File: src/rtl/pep_ks_loop_sched.sv
// pep_ks_loop_sched: walks the (column block, coefficient chunk) tile loop of one key-switch
// batch, issues one MAC-array command per tile and throttles issue with an ack-fed credit count.
module pep_ks_loop_sched #(
    parameter int unsigned LBX        = 6,
    parameter int unsigned LBY        = 64,
    parameter int unsigned LBZ        = 3,
    parameter int unsigned BLWE_K     = 2048,
    parameter int unsigned LWE_K      = 630,
    parameter int unsigned OUTSTD_MAX = 8,
    parameter int unsigned PBS_ID_W   = 6,
    localparam int unsigned X_NB      = (LWE_K + 1 + LBX - 1) / LBX,
    localparam int unsigned Y_NB      = (BLWE_K + LBY - 1) / LBY,
    localparam int unsigned X_W       = (X_NB > 1) ? $clog2(X_NB) : 1,
    localparam int unsigned Y_W       = (Y_NB > 1) ? $clog2(Y_NB) : 1,
    localparam int unsigned Z_W       = $clog2(LBZ + 1)
) (
    input  logic                clk,
    input  logic                s_rst,
    input  logic                batch_vld,
    output logic                batch_rdy,
    input  logic [PBS_ID_W-1:0] batch_id,
    output logic                cmd_vld,
    input  logic                cmd_rdy,
    output logic [X_W-1:0]      cmd_x_idx,
    output logic [Y_W-1:0]      cmd_y_idx,
    output logic                cmd_first_y,
    output logic                cmd_last_y,
    output logic                cmd_last,
    output logic [LBX-1:0]      cmd_x_mask,
    output logic [Z_W-1:0]      cmd_lvl_nb,
    output logic [PBS_ID_W-1:0] cmd_id,
    input  logic                proc_ack,
    output logic                done,
    output logic [PBS_ID_W-1:0] done_id,
    output logic                busy
);

    localparam logic [1:0] ST_IDLE  = 2'd0;
    localparam logic [1:0] ST_RUN   = 2'd1;
    localparam logic [1:0] ST_DRAIN = 2'd2;
    localparam logic [1:0] ST_DONE  = 2'd3;

    localparam int unsigned O_W       = $clog2(OUTSTD_MAX + 1);
    // Columns actually used in the final block (body coefficient included).
    localparam int unsigned LAST_COLS = LWE_K + 1 - (X_NB - 1) * LBX;
    localparam logic [LBX-1:0] LAST_MASK = {LBX{1'b1}} >> (LBX - LAST_COLS);

    logic [1:0]          state_q, state_d;
    logic [X_W-1:0]      x_q, x_d;
    logic [Y_W-1:0]      y_q, y_d;
    logic [PBS_ID_W-1:0] id_q, id_d;
    logic [O_W-1:0]      outstd_q, outstd_d;
    logic                cmd_vld_q, cmd_vld_d;
    logic                cmd_hs, ack_eff, at_last_x, at_last_y, in_run;

    // Credit counter: +1 per issued tile, -1 per ack; an ack with nothing outstanding is dropped.
    always_comb begin
        cmd_hs    = cmd_vld_q && cmd_rdy;
        ack_eff   = proc_ack && (outstd_q != '0);
        at_last_x = (x_q == X_W'(X_NB - 1));
        at_last_y = (y_q == Y_W'(Y_NB - 1));
        outstd_d  = outstd_q;
        unique case ({cmd_hs, ack_eff})
            2'b10:   outstd_d = outstd_q + O_W'(1);
            2'b01:   outstd_d = outstd_q - O_W'(1);
            default: outstd_d = outstd_q;
        endcase
    end

    // FSM and tile loop walk (y fastest); cmd_vld is precomputed from next-cycle credit.
    always_comb begin
        state_d = state_q;
        x_d     = x_q;
        y_d     = y_q;
        id_d    = id_q;
        unique case (state_q)
            ST_IDLE: begin
                if (batch_vld) begin
                    state_d = ST_RUN;
                    id_d    = batch_id;
                    x_d     = '0;
                    y_d     = '0;
                end
            end
            ST_RUN: begin
                if (cmd_hs) begin
                    if (at_last_y) begin
                        y_d = '0;
                        if (at_last_x) begin
                            x_d     = '0;
                            state_d = ST_DRAIN;
                        end else begin
                            x_d = x_q + X_W'(1);
                        end
                    end else begin
                        y_d = y_q + Y_W'(1);
                    end
                end
            end
            ST_DRAIN: begin
                // Covers both "already zero" and "last ack arriving now".
                if (outstd_d == '0) state_d = ST_DONE;
            end
            default: state_d = ST_IDLE;
        endcase
        cmd_vld_d = (state_d == ST_RUN) && (outstd_d < O_W'(OUTSTD_MAX));
    end

    // State registers with synchronous reset.
    always_ff @(posedge clk) begin
        if (s_rst) begin
            state_q   <= ST_IDLE;
            x_q       <= '0;
            y_q       <= '0;
            id_q      <= '0;
            outstd_q  <= '0;
            cmd_vld_q <= 1'b0;
        end else begin
            state_q   <= state_d;
            x_q       <= x_d;
            y_q       <= y_d;
            id_q      <= id_d;
            outstd_q  <= outstd_d;
            cmd_vld_q <= cmd_vld_d;
        end
    end

    // Outputs; tile flags and mask are only meaningful (non-zero) while running.
    always_comb begin
        in_run      = (state_q == ST_RUN);
        batch_rdy   = (state_q == ST_IDLE);
        busy        = (state_q != ST_IDLE);
        cmd_vld     = cmd_vld_q;
        cmd_x_idx   = x_q;
        cmd_y_idx   = y_q;
        cmd_first_y = in_run && (y_q == '0);
        cmd_last_y  = in_run && at_last_y;
        cmd_last    = in_run && at_last_x && at_last_y;
        cmd_x_mask  = '0;
        if (in_run) cmd_x_mask = at_last_x ? LAST_MASK : '1;
        cmd_lvl_nb  = Z_W'(LBZ);
        cmd_id      = id_q;
        done        = (state_q == ST_DONE);
        done_id     = (state_q == ST_DONE) ? id_q : '0;
    end

    // Acks must never exceed issued commands.
    ack_underflow: assert property (@(posedge clk) disable iff (s_rst)
        !(proc_ack && (outstd_q == '0)));

endmodule

File: config.mk
export PLATFORM = sky130hd
export DESIGN_NAME = pep_ks_loop_sched
export DESIGN_NICKNAME = d
export VERILOG_FILES = /design/src/rtl/pep_ks_loop_sched.sv
export SDC_FILE = /design/constraint.sdc
export NUM_CORES = 1
export LEC_CHECK = 0
export BUFFER_PORTS_ARGS = -buffer_cell sky130_fd_sc_hd__buf_2
export CORE_ASPECT_RATIO = 1.2
export CORE_MARGIN = 4
export CORE_UTILIZATION = 45
export DETAILED_ROUTE_END_ITERATION = 16
export PLACE_DENSITY = 0.8
export SYNTH_ARGS = -nofsm -noshare
export SYNTH_HDL_FRONTEND = slang
export SYNTH_SLANG_ARGS = --single-unit
File: constraint.sdc
create_clock -name clk -period 2.5 [get_ports clk]
set_input_delay 0.125 -clock clk [delete_from_list [all_inputs] [get_ports clk]]
set_output_delay 0.125 -clock clk [all_outputs]
set_load 0.03 [all_outputs]
==> flow_metrics.py <==
metrics = {
    "placed_design": {
        "routabilityCongestion": 0.796,
        "dp.cells": 237,
        "io_buffers": 47,
        "dp_hpwl_um": 2280,
    },
    "clock_tree": {
        "cts-root-buf": "clkbuf_4",
        "post_cts_buffers": 0,
        "cts_tree": "built",
        "cts.sinks": 25,
        "h-tree-depth": 1,
        "clkTransAtPathRegs_ns": 0.14,
        "cts_buffers": 3,
        "cts_buffer_depth": 2,
        "clk_latency_ns": 0.32,
    },
    "worst_setup_path": {
        "regToRegEndpoint": "state_q[0]",
        "critPathArrivalTime_ns": 2.59,
        "end_kind": "flop",
        "rrSetupSlack_ns": 0.16,
        "worstPathRequired_ns": 2.75,
        "cp_max_fo": 8,
        "path_class": "reg -> reg",
        "start_kind": "flop",
        "rr_worst_depth": 8,
        "crit_chain": "o41a_1, ha_2, xor2_1, ha_1, nor3b_1, a21oi_1, or3_1, o31ai_2",
        "r2r-start": "outstd_q[1]",
        "cpPeakStageDelay_ns": 0.44,
        "slowest_stage": "o41a_1",
    },
    "global_routing": {
        "grt_max_degree": 23,
        "antenna_found_initial": 0,
        "track_usage_pct": 14.6,
        "grt_overflow": 0,
        "grt_pass1_vias": 1097,
        "grt_first_pass_wirelength_um": 4610,
    },
    "detailed_routing": {
        "drtIter0Drc": 39,
        "wire_per_inst_um": 12.4,
        "drtPass1Iterations": 4,
        "antenna_left": 0,
        "via_per_inst": 5.09,
        "wirelength_um": 2990,
        "drt_drc_violations_left": 0,
        "vias": 1227,
    },
    "synth": {
        "yosysUniqueCellTypes": 39,
        "ys_warn_count": 0,
        "synth-seq-cells": 25,
        "yosysSeqAreaShare_pct": 36.4,
        "synthFlopType": "dfxtp_1",
        "avgSynthCellArea_um2": 8.13,
        "synth_area_um2": 1370,
        "syn_inst": 169,
        "synth-edff-count": 0,
        "synthArstFlopShare_pct": 0,
    },
    "job": {
        "cap_violations": 0,
    },
    "sta": {
        "hold_viol_final": 0,
        "finalSetupTns_ns": 0,
        "slew_violations": 0,
        "fin_crit_sh_pct": 93.8,
        "max_freq_ghz": 0.427,
        "fin_crit_ns": 2.34,
        "clock_skew_ns": 0.00517,
        "fin_hold_ws_ns": 0.0214,
        "rsz0062_at_grt": "no",
        "setup_viol": 0,
    },
    "finish": {
        "fin_nets": 227,
        "final_layout_size_suffix_gt1_share_pct": 29.0,
        "finalNonFillerCells": 241,
        "diodes": 0,
        "fill_cells": 291,
        "area_growth_pct": 19.4,
        "final_cell_mix": "buf_2, dfxtp_1, nand2_1, nor2_1, a21oi_1",
        "mostFrequentLayoutCell": "buf_2",
    },
    "run_status": {
        "status": "complete, no violations",
    },
    "die": {
        "die_w_um": 58.4,
        "io_pins": 50,
        "core_um2": 2860,
        "die-area_um2": 4000,
        "fp.dieH_um": 68.5,
        "num_rows": 21,
        "start_util_pct": 48.0,
    },
    "power": {
        "ir_worst_vdd_mv": 0.373,
        "p_leak_nw": 0.796,
        "p_total_mw": 1.04,
        "power_per_cell_area_nw_per_um2": 634,
    },
    "min_path": {
        "holdPathEnd": "cmd_id[2]",
        "hold_path_class": "in -> reg",
        "hold_path_startpoint": "batch_id[2]",
        "whs_path_depth": 3,
    },
}
-- cells in the mapped netlist (all sizes together), types with 2 or more instances --
| cell type | number | area (µm²) |
|---|---|---|
| nand2 | 16 | 60.1 |
| a21o | 2 | 15.0 |
| nor2 | 16 | 60.1 |
| o21ai | 3 | 15.0 |
| nor3 | 7 | 35.0 |
| xor2 | 11 | 96.3 |
| nand3 | 3 | 15.0 |
| nor2b | 3 | 18.8 |
| a21oi | 13 | 65.1 |
| ha | 8 | 100 |
| nand3b | 2 | 15.0 |
| a22oi | 2 | 15.0 |
| dfxtp | 25 | 500 |
| clkbuf | 7 | 27.5 |
| nand4 | 5 | 31.3 |
| inv | 7 | 26.3 |
| and3 | 8 | 50.1 |
| nand2b | 4 | 25.0 |
| or3 | 3 | 20.0 |
| and2 | 2 | 12.5 |
| buf | 8 | 57.6 |
-- registers in the layout, indices dropped and copies added, names as in the netlist --
signal	flops
cmd_x_idx	7
cmd_y_idx	5
cmd_id	6
cmd_vld	1
outstd_q	4
state_q	2
-- where the power goes --
group          total [mW]  switching [mW]  internal, mW
Sequential          0.487          0.0507         0.436
Clock               0.186           0.125        0.0611
Combinational       0.367           0.219         0.148
-- how the worst max path moves through the flow --
| stage | from | endpoint | cells after the start |
|---|---|---|---|
| 5_1_grt | outstd_q[1] | state_q[0] | 8 |
| 4_1_cts | outstd_q[1] | state_q[0] | 8 |
| 6_report | outstd_q[1] | state_q[0] | 8 |
| 3_5_place_dp | outstd_q[1] | state_q[0] | 7 |
| 2_1_floorplan | outstd_q[1] | state_q[0] | 9 |
| 3_3_place_gp | outstd_q[1] | state_q[0] | 8 |
-- through the flow --
stage          setup slack [ns]  area [µm²]  utilization (%)
3_5_place_dp              0.136        1580             55.1
2_1_floorplan             0.192        1380                -
3_3_place_gp              0.171        1580             55.1
4_1_cts                  0.0994        1610             56.1
6_report                  0.156        1640             57.3
5_1_grt                  0.0226        1640             57.3
-- layout make-up --
| type | instances | area (µm²) | area share [%] |
|---|---|---|---|
| multi-input cells | 123 | 796 | 48.5 |
| repair buffers | 48 | 243 | 14.8 |
| inverters | 7 | 26.3 | 1.60 |
| clock inverters | 1 | 7.51 | 0.458 |
| well taps | 34 | 42.5 | 2.59 |
| flip-flops and latches | 25 | 503 | 30.7 |
| clock buffers | 3 | 22.5 | 1.37 |
-- cell families (layout without fill, tap and decap cells) --
| family | count (synthesis) | after routing | share of synthesized area (%) |
|---|---|---|---|
| simple gates | 75 | 75 | 28.6 |
| fa+ha+maj | 8 | 8 | 7.29 |
| flops | 25 | 25 | 36.4 |
| mux | 1 | 1 | 0.729 |
| xor+xnor | 12 | 12 | 7.65 |
| other cells | 1 | 2 | 0.273 |
| buf+inv | 22 | 59 | 8.11 |
| compound gates | 25 | 25 | 10.9 |
-- repair_timing --
action	4_1_cts	5_1_grt
resized for setup	0	7
hold buffers	0	0
endpoints found under the setup margin	0	4
-- layer usage --
layer / share of wire [%] / vias up / GRT usage (%)
li1: - / 640 / -
met1: 44 / 546 / 17.2
met2: 49 / 37 / 26.4
met3: 7.3 / 4 / 2.79
met4: 0.60 / 0 / 4.93
met5: 0 / - / 0
-- critical path: cells and delay by family (launching register included) --
kind	cells	cell delay, ns
adders and majority gates	2	0.52
and+or+nand+nor	2	0.50
xor gates and xnor gates	1	0.16
AOI/OAI and AO/OA	3	0.70
DFF	1	0.38
No activity file was read; power rests on OpenSTA's default activity.
